**src/rtl/snn_pkg.sv**
```systemverilog
// Shared constants, sweep FSM states and saturating arithmetic
// for the time-multiplexed LIF neuron array.
package snn_pkg;

  localparam int unsigned DEF_DATA_LENGTH = 32;
  localparam int unsigned DEF_BUF_SHIFT   = 5;
  localparam int unsigned DEF_LEAK_SHIFT  = 10;
  localparam int unsigned DEF_THR_SHIFT   = 10;
  localparam int unsigned DEF_REF_STEPS   = 500;

  localparam logic [31:0] DEF_V_REST  = 32'd644245094;
  localparam logic [31:0] DEF_V_RESET = 32'd214748364;
  localparam logic [31:0] DEF_THR_MIN = 32'd3650722201;
  localparam logic [31:0] DEF_THR_MAX = 32'd4080218931;
  localparam logic [31:0] DEF_THR_INC = 32'd128849018;

  localparam int unsigned SAT_W = 64;

  typedef enum logic [1:0] {
    ST_IDLE,
    ST_SWEEP,
    ST_DONE
  } state_e;

  // One-bit-wider add, clamped to the all-ones value of a w-bit word.
  function automatic logic [SAT_W-1:0] sat_add(
    input logic [SAT_W-1:0] a,
    input logic [SAT_W-1:0] b,
    input int unsigned      w
  );
    logic [SAT_W:0] sum;
    logic [SAT_W:0] lim;
    sum = {1'b0, a} + {1'b0, b};
    lim = ({{SAT_W{1'b0}}, 1'b1} << w) - 1'b1;
    return (sum > lim) ? lim[SAT_W-1:0] : sum[SAT_W-1:0];
  endfunction

endpackage

```
**src/rtl/snn_neuron_array_if.sv**
```systemverilog
// Time-step handshake and spike bus between the synapse stage,
// the neuron array and the spike router.
interface snn_neuron_array_if #(
  parameter int unsigned N_NEURONS   = 8,
  parameter int unsigned DATA_LENGTH = 32
);

  logic                             step_valid;
  logic                             step_ready;
  logic [N_NEURONS*DATA_LENGTH-1:0] spike_in;
  logic [N_NEURONS-1:0]             spike_vec;
  logic                             step_done;

  modport master (
    output step_valid,
    output spike_in,
    input  step_ready,
    input  spike_vec,
    input  step_done
  );

  modport slave (
    input  step_valid,
    input  spike_in,
    output step_ready,
    output spike_vec,
    output step_done
  );

endinterface

```
**src/rtl/snn_neuron_update.sv**
```systemverilog
// Combinational next-state datapath for one LIF neuron:
// buffered input drain, leak, adaptive threshold, refractory.
module snn_neuron_update
  import snn_pkg::*;
#(
  parameter int unsigned DATA_LENGTH = DEF_DATA_LENGTH,
  parameter int unsigned BUF_SHIFT   = DEF_BUF_SHIFT,
  parameter int unsigned LEAK_SHIFT  = DEF_LEAK_SHIFT,
  parameter int unsigned THR_SHIFT   = DEF_THR_SHIFT,
  parameter logic [DATA_LENGTH-1:0] V_REST  = DATA_LENGTH'(DEF_V_REST),
  parameter logic [DATA_LENGTH-1:0] V_RESET = DATA_LENGTH'(DEF_V_RESET),
  parameter logic [DATA_LENGTH-1:0] THR_MIN = DATA_LENGTH'(DEF_THR_MIN),
  parameter logic [DATA_LENGTH-1:0] THR_MAX = DATA_LENGTH'(DEF_THR_MAX),
  parameter logic [DATA_LENGTH-1:0] THR_INC = DATA_LENGTH'(DEF_THR_INC),
  parameter int unsigned REF_STEPS   = DEF_REF_STEPS,
  localparam int unsigned REF_W      = $clog2(REF_STEPS + 1)
) (
  input  logic [DATA_LENGTH-1:0] i_v,
  input  logic [DATA_LENGTH-1:0] i_thr,
  input  logic [DATA_LENGTH-1:0] i_buf,
  input  logic [DATA_LENGTH-1:0] i_in,
  input  logic [REF_W-1:0]       i_ref,
  output logic [DATA_LENGTH-1:0] o_v,
  output logic [DATA_LENGTH-1:0] o_thr,
  output logic [DATA_LENGTH-1:0] o_buf,
  output logic [REF_W-1:0]       o_ref,
  output logic                   o_fire
);

  logic [DATA_LENGTH-1:0] contrib;
  logic [DATA_LENGTH-1:0] v_leak;
  logic [DATA_LENGTH-1:0] v_new;
  logic [DATA_LENGTH:0]   thr_inc;
  logic                   fire;

  always_comb begin
    contrib = '0;
    o_buf   = '0;
    o_ref   = i_ref;
    if (i_ref != '0) begin
      o_ref = i_ref - 1'b1;
    end else begin
      contrib = i_buf >> BUF_SHIFT;
      o_buf   = DATA_LENGTH'(sat_add(SAT_W'(i_buf - contrib),
                                     SAT_W'(i_in), DATA_LENGTH));
    end

    if (i_v > V_REST)
      v_leak = i_v - ((i_v - V_REST) >> LEAK_SHIFT);
    else
      v_leak = i_v + ((V_REST - i_v) >> LEAK_SHIFT);

    v_new   = DATA_LENGTH'(sat_add(SAT_W'(v_leak),
                                   SAT_W'(contrib), DATA_LENGTH));
    thr_inc = {1'b0, i_thr} + {1'b0, THR_INC};
    fire    = (v_new >= i_thr);

    o_v   = v_new;
    o_thr = i_thr - ((i_thr - THR_MIN) >> THR_SHIFT);
    if (fire) begin
      o_v   = V_RESET;
      o_ref = REF_W'(REF_STEPS);
      o_buf = '0;
      o_thr = (thr_inc > {1'b0, THR_MAX}) ? THR_MAX
                                          : thr_inc[DATA_LENGTH-1:0];
    end
  end

  assign o_fire = fire;

endmodule

```
**src/rtl/snn_neuron_array.sv**
```systemverilog
// Array of LIF neurons swept one per clock through a single
// shared update datapath, once per accepted time step.
module snn_neuron_array
  import snn_pkg::*;
#(
  parameter int unsigned N_NEURONS   = 8,
  parameter int unsigned DATA_LENGTH = DEF_DATA_LENGTH,
  parameter int unsigned BUF_SHIFT   = DEF_BUF_SHIFT,
  parameter int unsigned LEAK_SHIFT  = DEF_LEAK_SHIFT,
  parameter int unsigned THR_SHIFT   = DEF_THR_SHIFT,
  parameter logic [DATA_LENGTH-1:0] V_REST  = DATA_LENGTH'(DEF_V_REST),
  parameter logic [DATA_LENGTH-1:0] V_RESET = DATA_LENGTH'(DEF_V_RESET),
  parameter logic [DATA_LENGTH-1:0] THR_MIN = DATA_LENGTH'(DEF_THR_MIN),
  parameter logic [DATA_LENGTH-1:0] THR_MAX = DATA_LENGTH'(DEF_THR_MAX),
  parameter logic [DATA_LENGTH-1:0] THR_INC = DATA_LENGTH'(DEF_THR_INC),
  parameter int unsigned REF_STEPS   = DEF_REF_STEPS,
  localparam int unsigned IDX_W      = $clog2(N_NEURONS),
  localparam int unsigned REF_W      = $clog2(REF_STEPS + 1)
) (
  input  logic                   i_clk,
  input  logic                   i_rst,
  snn_neuron_array_if.slave      bus,
  input  logic [IDX_W-1:0]       i_mon_idx,
  output logic [DATA_LENGTH-1:0] o_mon_vol,
  output logic [DATA_LENGTH-1:0] o_mon_thr
);

  state_e state_q, state_d;
  logic [IDX_W-1:0]     idx_q, idx_d;
  logic [N_NEURONS-1:0] acc_q, acc_d;
  logic [N_NEURONS-1:0] spk_q, spk_d;
  logic                 done_q, done_d;
  logic [N_NEURONS*DATA_LENGTH-1:0] in_q, in_d;

  logic [DATA_LENGTH-1:0] vol_q [N_NEURONS];
  logic [DATA_LENGTH-1:0] vol_d [N_NEURONS];
  logic [DATA_LENGTH-1:0] thr_q [N_NEURONS];
  logic [DATA_LENGTH-1:0] thr_d [N_NEURONS];
  logic [DATA_LENGTH-1:0] ib_q  [N_NEURONS];
  logic [DATA_LENGTH-1:0] ib_d  [N_NEURONS];
  logic [REF_W-1:0]       rfc_q [N_NEURONS];
  logic [REF_W-1:0]       rfc_d [N_NEURONS];

  logic [DATA_LENGTH-1:0] cur_in;
  logic [DATA_LENGTH-1:0] u_v, u_thr, u_buf;
  logic [REF_W-1:0]       u_ref;
  logic                   u_fire;

  assign cur_in = in_q[idx_q*DATA_LENGTH +: DATA_LENGTH];

  snn_neuron_update #(
    .DATA_LENGTH (DATA_LENGTH),
    .BUF_SHIFT   (BUF_SHIFT),
    .LEAK_SHIFT  (LEAK_SHIFT),
    .THR_SHIFT   (THR_SHIFT),
    .V_REST      (V_REST),
    .V_RESET     (V_RESET),
    .THR_MIN     (THR_MIN),
    .THR_MAX     (THR_MAX),
    .THR_INC     (THR_INC),
    .REF_STEPS   (REF_STEPS)
  ) u_upd (
    .i_v    (vol_q[idx_q]),
    .i_thr  (thr_q[idx_q]),
    .i_buf  (ib_q[idx_q]),
    .i_in   (cur_in),
    .i_ref  (rfc_q[idx_q]),
    .o_v    (u_v),
    .o_thr  (u_thr),
    .o_buf  (u_buf),
    .o_ref  (u_ref),
    .o_fire (u_fire)
  );

  always_ff @(posedge i_clk) begin
    if (i_rst) begin
      state_q <= ST_IDLE;
      idx_q   <= '0;
      acc_q   <= '0;
      spk_q   <= '0;
      done_q  <= 1'b0;
      in_q    <= '0;
      for (int k = 0; k < N_NEURONS; k++) begin
        vol_q[k] <= V_REST;
        thr_q[k] <= THR_MIN;
        ib_q[k]  <= '0;
        rfc_q[k] <= '0;
      end
    end else begin
      state_q <= state_d;
      idx_q   <= idx_d;
      acc_q   <= acc_d;
      spk_q   <= spk_d;
      done_q  <= done_d;
      in_q    <= in_d;
      for (int k = 0; k < N_NEURONS; k++) begin
        vol_q[k] <= vol_d[k];
        thr_q[k] <= thr_d[k];
        ib_q[k]  <= ib_d[k];
        rfc_q[k] <= rfc_d[k];
      end
    end
  end

  // The spike vector and done pulse are loaded together on the
  // final sweep edge so both are visible during the DONE cycle.
  always_comb begin
    state_d = state_q;
    idx_d   = idx_q;
    acc_d   = acc_q;
    spk_d   = spk_q;
    done_d  = 1'b0;
    in_d    = in_q;
    vol_d   = vol_q;
    thr_d   = thr_q;
    ib_d    = ib_q;
    rfc_d   = rfc_q;
    unique case (state_q)
      ST_IDLE: begin
        if (bus.step_valid) begin
          in_d    = bus.spike_in;
          acc_d   = '0;
          idx_d   = '0;
          state_d = ST_SWEEP;
        end
      end
      ST_SWEEP: begin
        vol_d[idx_q] = u_v;
        thr_d[idx_q] = u_thr;
        ib_d[idx_q]  = u_buf;
        rfc_d[idx_q] = u_ref;
        acc_d[idx_q] = u_fire;
        if (idx_q == IDX_W'(N_NEURONS - 1)) begin
          state_d = ST_DONE;
          spk_d   = acc_d;
          done_d  = 1'b1;
        end else begin
          idx_d = idx_q + 1'b1;
        end
      end
      ST_DONE: state_d = ST_IDLE;
      default: state_d = ST_IDLE;
    endcase
  end

  assign bus.step_ready = (state_q == ST_IDLE);
  assign bus.spike_vec  = spk_q;
  assign bus.step_done  = done_q;

  always_comb begin
    o_mon_vol = '0;
    o_mon_thr = '0;
    if (32'(i_mon_idx) < N_NEURONS) begin
      o_mon_vol = vol_q[i_mon_idx];
      o_mon_thr = thr_q[i_mon_idx];
    end
  end

endmodule

```
**src/flat_wrapper.sv**
```systemverilog
// flat-port wrapper written by rule: the top's interface ports become plain ports
module snn_neuron_array_flat import snn_pkg::*;
#(
  parameter int unsigned N_NEURONS   = 8,
  parameter int unsigned DATA_LENGTH = DEF_DATA_LENGTH,
  parameter int unsigned BUF_SHIFT   = DEF_BUF_SHIFT,
  parameter int unsigned LEAK_SHIFT  = DEF_LEAK_SHIFT,
  parameter int unsigned THR_SHIFT   = DEF_THR_SHIFT,
  parameter logic [DATA_LENGTH-1:0] V_REST  = DATA_LENGTH'(DEF_V_REST),
  parameter logic [DATA_LENGTH-1:0] V_RESET = DATA_LENGTH'(DEF_V_RESET),
  parameter logic [DATA_LENGTH-1:0] THR_MIN = DATA_LENGTH'(DEF_THR_MIN),
  parameter logic [DATA_LENGTH-1:0] THR_MAX = DATA_LENGTH'(DEF_THR_MAX),
  parameter logic [DATA_LENGTH-1:0] THR_INC = DATA_LENGTH'(DEF_THR_INC),
  parameter int unsigned REF_STEPS   = DEF_REF_STEPS,
  localparam int unsigned IDX_W      = $clog2(N_NEURONS),
  localparam int unsigned REF_W      = $clog2(REF_STEPS + 1)
)
  (i_clk, i_rst, i_mon_idx, o_mon_vol, o_mon_thr, bus_step_valid, bus_spike_in, bus_step_ready, bus_spike_vec, bus_step_done);
  snn_neuron_array_if #(.N_NEURONS(N_NEURONS), .DATA_LENGTH(DATA_LENGTH)) bus_i ();
  input  logic i_clk;
  input  logic i_rst;
  input  logic [IDX_W-1:0] i_mon_idx;
  output logic [DATA_LENGTH-1:0] o_mon_vol;
  output logic [DATA_LENGTH-1:0] o_mon_thr;
  input wire logic [$bits(bus_i.step_valid)-1:0] bus_step_valid;
  input wire logic [$bits(bus_i.spike_in)-1:0] bus_spike_in;
  output wire logic [$bits(bus_i.step_ready)-1:0] bus_step_ready;
  output wire logic [$bits(bus_i.spike_vec)-1:0] bus_spike_vec;
  output wire logic [$bits(bus_i.step_done)-1:0] bus_step_done;
  assign bus_i.step_valid = bus_step_valid;
  assign bus_i.spike_in = bus_spike_in;
  assign bus_step_ready = bus_i.step_ready;
  assign bus_spike_vec = bus_i.spike_vec;
  assign bus_step_done = bus_i.step_done;
  snn_neuron_array #(.N_NEURONS(N_NEURONS), .DATA_LENGTH(DATA_LENGTH), .BUF_SHIFT(BUF_SHIFT), .LEAK_SHIFT(LEAK_SHIFT), .THR_SHIFT(THR_SHIFT), .V_REST(V_REST), .V_RESET(V_RESET), .THR_MIN(THR_MIN), .THR_MAX(THR_MAX), .THR_INC(THR_INC), .REF_STEPS(REF_STEPS)) u_core (.i_clk(i_clk), .i_rst(i_rst), .bus(bus_i), .i_mon_idx(i_mon_idx), .o_mon_vol(o_mon_vol), .o_mon_thr(o_mon_thr));
endmodule
```
**config.mk**
```make
export PLATFORM = sky130hd
export DESIGN_NAME = snn_neuron_array_flat
export DESIGN_NICKNAME = d
export VERILOG_FILES = /design/src/rtl/snn_pkg.sv /design/src/rtl/snn_neuron_array_if.sv /design/src/rtl/snn_neuron_update.sv /design/src/rtl/snn_neuron_array.sv /design/src/flat_wrapper.sv
export SDC_FILE = /design/constraint.sdc
export NUM_CORES = 2
export LEC_CHECK = 0
export CAP_MARGIN = 20
export CORE_ASPECT_RATIO = 0.5
export CORE_MARGIN = 2
export CORE_UTILIZATION = 60
export DETAILED_ROUTE_END_ITERATION = 12
export GPL_ROUTABILITY_DRIVEN = 0
export HOLD_SLACK_MARGIN = 0.08
export PLACE_DENSITY = 0.82
export SLEW_MARGIN = 20
export SYNTH_ARGS = -nofsm -noshare
export SYNTH_HDL_FRONTEND = slang
export SYNTH_SLANG_ARGS = --single-unit
```
**constraint.sdc**
```tcl
create_clock -name i_clk -period 17.3 [get_ports i_clk]
set_input_delay 2.595 -clock i_clk [delete_from_list [all_inputs] [get_ports i_clk]]
set_output_delay 2.595 -clock i_clk [all_outputs]
set_load 0.05 [all_outputs]
```
[Word-level counts from Yosys, hierarchy flattened]
Cells that the tools add are included.
W data, S select, Z words.
Word-level totals
  bits in writable memories: 0
  word-level logic and storage cells: 129
  memories kept: 0
  ROM bits: 0
  input bits: 262
  latch bits: 0
  register bits after elaboration: 1118
  output and inout bits: 74
Cells by class
  div/mod/pow operators: 0
  reductions and logical operators: 11
  order comparisons: 10
  add/sub/neg operators: 12
  $mul: 0
  equal/unequal tests: 5
  bitwise gates (word level): 3
  multiplexer cells: 49
  shifts and indexed selects: 1
Operator list (count)
  $bwmux W256: 3
  $mux W32: 19
  $bmux W32 S3: 5
  $shiftx A256 B9 Y32: 1
  $demux W32 S3: 1
  $bwmux W72: 1
  $gt A33 B32 Y1 const B: 2
  $add A64 B32 Y65: 1
  $gt A65 B32 Y1 const B: 1
  $sub A32 B22 Y32: 2
  $mux W9: 5
  $add A32 B27 Y33: 1
  $add A32 B27 Y33 const B: 1
  $sub A32 B27 Y33: 1
  $add A32 B22 Y32: 1
  $ge A32 B32 Y1: 1
  $gt A32 B30 Y1 const B: 1
  $sub A30 B32 Y32 const A: 1
  $sub A32 B30 Y32 const B: 1
  $sub A32 B32 Y32 const B: 1
  $bmux W9 S3: 1
  $demux W9 S3: 1
  $mux W27: 1
  $pmux W8 S2: 1
  27 further kinds: 37

[Depth between registers and ports, before layout]
  word-level depth: 13
  depth in mapped cells: 56

[By module]
A second synthesis with hierarchy kept.
Unflattened totals
  cell total of the unflattened synthesis: 8023
  area, all modules: 64056.4 um2
By module, submodules not included
  snn_neuron_array: cells each 6136, instances 1, area an instance 51539.4 um2, sequential area each 22381.5 um2
  snn_neuron_update: cells each 1887, instances 1, area an instance 12517.0 um2, sequential area each 0.0 um2

[Worst setup path after synthesis]
Ideal clock, no wire load.
  path type: reg2reg
  start: reg u_core.idx_q[1]
  end: reg u_core.vol_q[74] (netlist bit)
  slack: 6.617 ns
  cell stages (with the launch flop): 48
  data arrival time: 10.553 ns
  period minus slack after synthesis: 10.683 ns
  path buffers: 6
  setup time: 0.129 ns
  required time: 17.171 ns
  path through: dfxtp_1 -> buf_6 -> mux4_2 -> mux2_4 -> a221o_1 -> or3_1 -> nor4_1 -> a41oi_1 -> o21a_1 -> clkbuf_1 -> o21ai_0 -> ha_1 -> a21o_1 -> a21oi_1 -> o21ai_0 -> o31ai_1 -> o21ai_0 -> a21oi_1 -> (+12 left out) -> nor2_2 -> buf_4 -> nor2_1 -> ha_1 -> nand2b_1 -> a21o_1 -> a21o_1 -> a21o_1 -> a211o_1 -> a21oi_1 -> o21ai_0 -> a41oi_1 -> clkbuf_1 -> buf_1 -> clkbuf_1 -> nand3_1 -> o22ai_1 -> nand2_1
On the way
  cells in the longest elaborated chain, start to end: 13
  elaborated cells between the ends (all ways): 32
RTL lines
  start, declared: line snn_neuron_array.sv:29  | logic [IDX_W-1:0] idx_q, idx_d;
  start signal, assigned: line snn_neuron_array.sv:91  | idx_q <= idx_d;
  $not A3 Y4 (not written as such) (*)
  $bmux W32 S3: line snn_neuron_array.sv:63  | .i_v (vol_q[idx_q]),
  $mux W32 (not written as such) (2 in a row): line snn_neuron_array.sv:63
  $sub A30 B32 Y32 or $sub A32 B30 Y32 (tied branches): line snn_neuron_update.sv:51, snn_neuron_update.sv:49
  $add A32 B22 Y32 or $sub A32 B22 Y32 (tied branches): line snn_neuron_update.sv:51, snn_neuron_update.sv:49
  $mux W32: line snn_neuron_update.sv:48  | if (i_v > V_REST)
  $add A32 B27 Y33: line snn_pkg.sv:33  | sum = {1'b0, a} + {1'b0, b};
  $gt A33 B32 Y1: line snn_pkg.sv:35  | return (sum > lim) ? lim[SAT_W-1:0] : sum[SAT_W-1:0];
  $mux W32: line snn_pkg.sv:35
  $ge A32 B32 Y1: line snn_neuron_update.sv:56  | fire = (v_new >= i_thr);
  $mux W32: line snn_neuron_update.sv:60  | if (fire) begin
  $bwmux W256 (*): line snn_neuron_array.sv:128  | vol_d[idx_q] = u_v;
  end signal, assigned by index: line snn_neuron_array.sv:97  | vol_q[k] <= vol_d[k];
  end, declared: line snn_neuron_array.sv:35  | logic [DATA_LENGTH-1:0] vol_q [N_NEURONS];
Every way passes the cells marked *; elsewhere a longest branch is shown, timed or not. The select of a mux whose other input is x is not followed.
A chain may end at the register's enable or synchronous reset.

[Worst setup path in the final report]
  start: reg u_core.idx_q[2]
  end: reg u_core.ib_q[203] (netlist bit)
On the way
  cells in the longest elaborated chain, start to end: 13
  elaborated cells between the ends (all ways): 38
RTL lines
  $not A3 Y4 (not written as such)
  $bmux W32 S3: line snn_neuron_array.sv:63
  $mux W32 (not written as such) (2 in a row): line snn_neuron_array.sv:63
  $sub A30 B32 Y32 or $sub A32 B30 Y32 (tied branches): line snn_neuron_update.sv:51, snn_neuron_update.sv:49
  $add A32 B22 Y32 or $sub A32 B22 Y32 (tied branches): line snn_neuron_update.sv:51, snn_neuron_update.sv:49
  $mux W32: line snn_neuron_update.sv:48
  $add A32 B27 Y33: line snn_pkg.sv:33
  $gt A33 B32 Y1: line snn_pkg.sv:35
  $mux W32: line snn_pkg.sv:35
  $ge A32 B32 Y1: line snn_neuron_update.sv:56
  $mux W32: line snn_neuron_update.sv:60
  $bwmux W256 (*): line snn_neuron_array.sv:130  | ib_d[idx_q] = u_buf;
  end signal, assigned by index: line snn_neuron_array.sv:99  | ib_q[k] <= ib_d[k];
  end, declared: line snn_neuron_array.sv:39  | logic [DATA_LENGTH-1:0] ib_q [N_NEURONS];
Marked as above.

==> results_dict.tcl <==
set metrics [dict create \
    status "finished, final reports clean" \
    hold_buffers 0 \
    yosysSeqAreaShare 0.356 \
    synth_largest_area_cell "dfxtp_1" \
    grt_max_degree 237 \
    htreeDepth 3 \
    crit_path_top_delay_cell "nor2_4" \
    synthCells 7497 \
    cts.sinks 1118 \
    area_delta_synth_final_pct 11.7 \
    critPathArrivalTime_ns 14.80 \
    via_count 62184 \
    drv_cap 0 \
    synth_common_cells "a21oi_1 (1243), dfxtp_1 (1118), nand2_1 (962), nor2_1 (521), clkbuf_1 (451)" \
    period_share 0.817 \
    insertion_delay_ns 0.77 \
    ys_types 115 \
    clock_path_buffers 3 \
    core_mm2 0.103 \
    drive_gt1_frac 0.104 \
    grt_pass1_wl_um 343000 \
    antenna_found_initial 33 \
    cts_buffers 97 \
    critPathKind "reg -> reg" \
    wl_per_cell_um 25.3 \
    grt-ovfl-total 0 \
    worstHoldPathType "reg -> reg" \
    rsz0062_at_grt "no" \
    hold_violations 0 \
    synth_flop_cell "dfxtp_1" \
    drv_slew 0 \
    clockRootBuffer "clkbuf_16" \
    cts_tree "yes" \
    syn_area_per_cell_um2 8.39 \
    syn_nets 7954 \
    reg2regPathDepth 46 \
    dr.pass1.iters 8 \
    fin_nets 7875 \
    hold-path-endpoint "u_core.in_q[235]" \
    skew_ns 0.0449 \
    critPathMaxStageDelay_ns 0.95 \
    setup_violations 0 \
    drtIter0Drc 9720 \
    cts_resized 0 \
    clk_pin_slew_ns 0.07 \
    r2r_slack_ns 3.16 \
    die_w_um 462 \
    synth_top_cell_area_share 0.356 \
    grt_pass1_vias 57931 \
    ys_warn_count 0 \
    drcViolationCount 0 \
    dieArea_mm2 0.108 \
    critical_path.max_fanout 57 \
    synth-edff-count 0 \
    fmax_mhz 70.7 \
    worstHoldStart "u_core.in_q[235]" \
    min_path_cells 2 \
    grtUsageTotal 0.408 \
    io_buffers 335 \
    tightest_slew_ns 1.31 \
    n_fill_cell 8296 \
    worstSetupEndpointType "flip-flop" \
    synth_area_mm2 0.0629 \
    min_period_ns 14.14 \
    viasPerCell 6.96 \
    slew_headroom 0.125 \
    post-synth-top-count-cell "a21oi_1" \
    critPathRequiredTime_ns 17.96 \
    dpl.hpwl_um 145000 \
    routed_wl_um 226000 \
    reg2reg_to "u_core.ib_q[203]" \
    r2r-start "u_core.idx_q[2]" \
    io_pins 336 \
    synthArstFlopShare 0 \
    synth_top_cells_by_area "dfxtp_1 (36%), a21oi_1 (9.9%), mux4_2 (6.3%)" \
    post-cts-setup-buffers 0 \
    synth_seq_cells 1118 \
    start_util 0.609 \
    finalSetupTns_ns 0 \
    critPathMostFrequentCell "a21oi_1" \
    rows 83 \
    postRouteAntennaNets 0 \
    die_h_um 233 \
    startpoint_type "flip-flop" \
]
## layout make-up
class / instances / area [um^2] / area share
multi-input combinational: 5621 / 37700 / 0.536
sequential: 1118 / 22400 / 0.319
timing repair buffer: 445 / 4250 / 0.0605
clock buffer: 136 / 2790 / 0.0397
tap: 1402 / 1750 / 0.0250
clock inverter: 43 / 785 / 0.0112
inverter: 135 / 512 / 0.00729
antenna: 31 / 77.6 / 0.00110
## how the worst max path moves through the flow
stage / endpoint / start
after detailed placement: u_core.thr_q[25] / u_core.idx_q[2]
final: u_core.ib_q[203] / u_core.idx_q[2]
after floorplan: u_core.vol_q[74] / u_core.idx_q[1]
after global routing: u_core.thr_q[25] / u_core.idx_q[2]
after CTS: u_core.ib_q[203] / u_core.idx_q[2]
after global placement: u_core.thr_q[25] / u_core.idx_q[0]
## state kept, by name, indices dropped and copies added (netlist names)
register / count
u_core.rfc_q: 72
u_core.thr_q: 256
u_core.bus.step_done: 1
u_core.bus.spike_vec: 8
u_core.acc_q: 8
u_core.in_q: 256
u_core.ib_q: 256
u_core.idx_q: 3
u_core.state_q: 2
u_core.vol_q: 256
## per-stage QoR
stage	cells	util	hold WS (ns)	area, um^2	setup WS [ns]
finish	8931	0.680	0.455	70200	3.16
floorplan	7497	-	0.433	62900	6.62
global route	8927	0.680	0.468	70200	2.70
detailed placement	8720	0.645	0.446	66500	3.93
CTS	8899	0.679	0.456	70100	3.82
global placement	8720	0.645	0.440	66500	4.16
## cells by family (layout without fill, tap and decap cells)
| logic type | after synthesis | in the layout | synth area share |
|---|---|---|---|
| buffers and inverters | 758 | 759 | 0.0501 |
| AO/OA/AOI/OAI | 2857 | 2857 | 0.291 |
| flip-flops | 1118 | 1118 | 0.356 |
| XOR/XNOR | 184 | 184 | 0.0259 |
| other | 0 | 31 | 0 |
| adder cells (fa/ha/maj) | 195 | 195 | 0.0394 |
| multiplexers | 371 | 371 | 0.0972 |
| AND/OR/NAND/NOR | 2014 | 2014 | 0.140 |
## layer usage
layer | vias to the layer above | share of wire | global-route usage | wire length, um
met2 | 4285 | 0.43 | 0.606 | 96200
met3 | 1049 | 0.13 | 0.105 | 29600
met1 | 29376 | 0.37 | 0.523 | 83600
met4 | 4 | 0.074 | 0.275 | 16600
li1 | 27470 | - | - | -
met5 | - | 0.00012 | 0 | 27
## worst max-delay path, delay by kind of cell, from the launching register on
family | cells | cell delay [ns]
compound gates | 27 | 6.99
flops | 1 | 0.89
simple gates | 11 | 3.26
xor+xnor | 2 | 0.32
fa+ha+maj | 3 | 0.97
buf+inv | 3 | 1.46
## layout by cell type, fill, tap and decap left out, drive strengths merged, types with 45 or more instances in the layout
cell	Yosys	final
a221oi	77	77
a21o	91	91
buf	172	113
o21ai	366	366
a22oi	187	187
mux2	106	106
nand2	965	965
nand3	120	120
a211oi	389	389
nor3	85	85
dfxtp	1118	1118
ha	190	190
inv	133	137
mux2i	88	88
mux4	177	177
clkdlybuf4s50	0	331
a22o	47	47
nor2	525	525
o211ai	125	125
xor2	45	45
xnor2	139	139
a21oi	1252	1252
and3	46	46
clkbuf	451	137
Power is left out: the tool's default activity adds up to more than one toggle a clock period on the data nets, which glitch-free logic cannot reach.
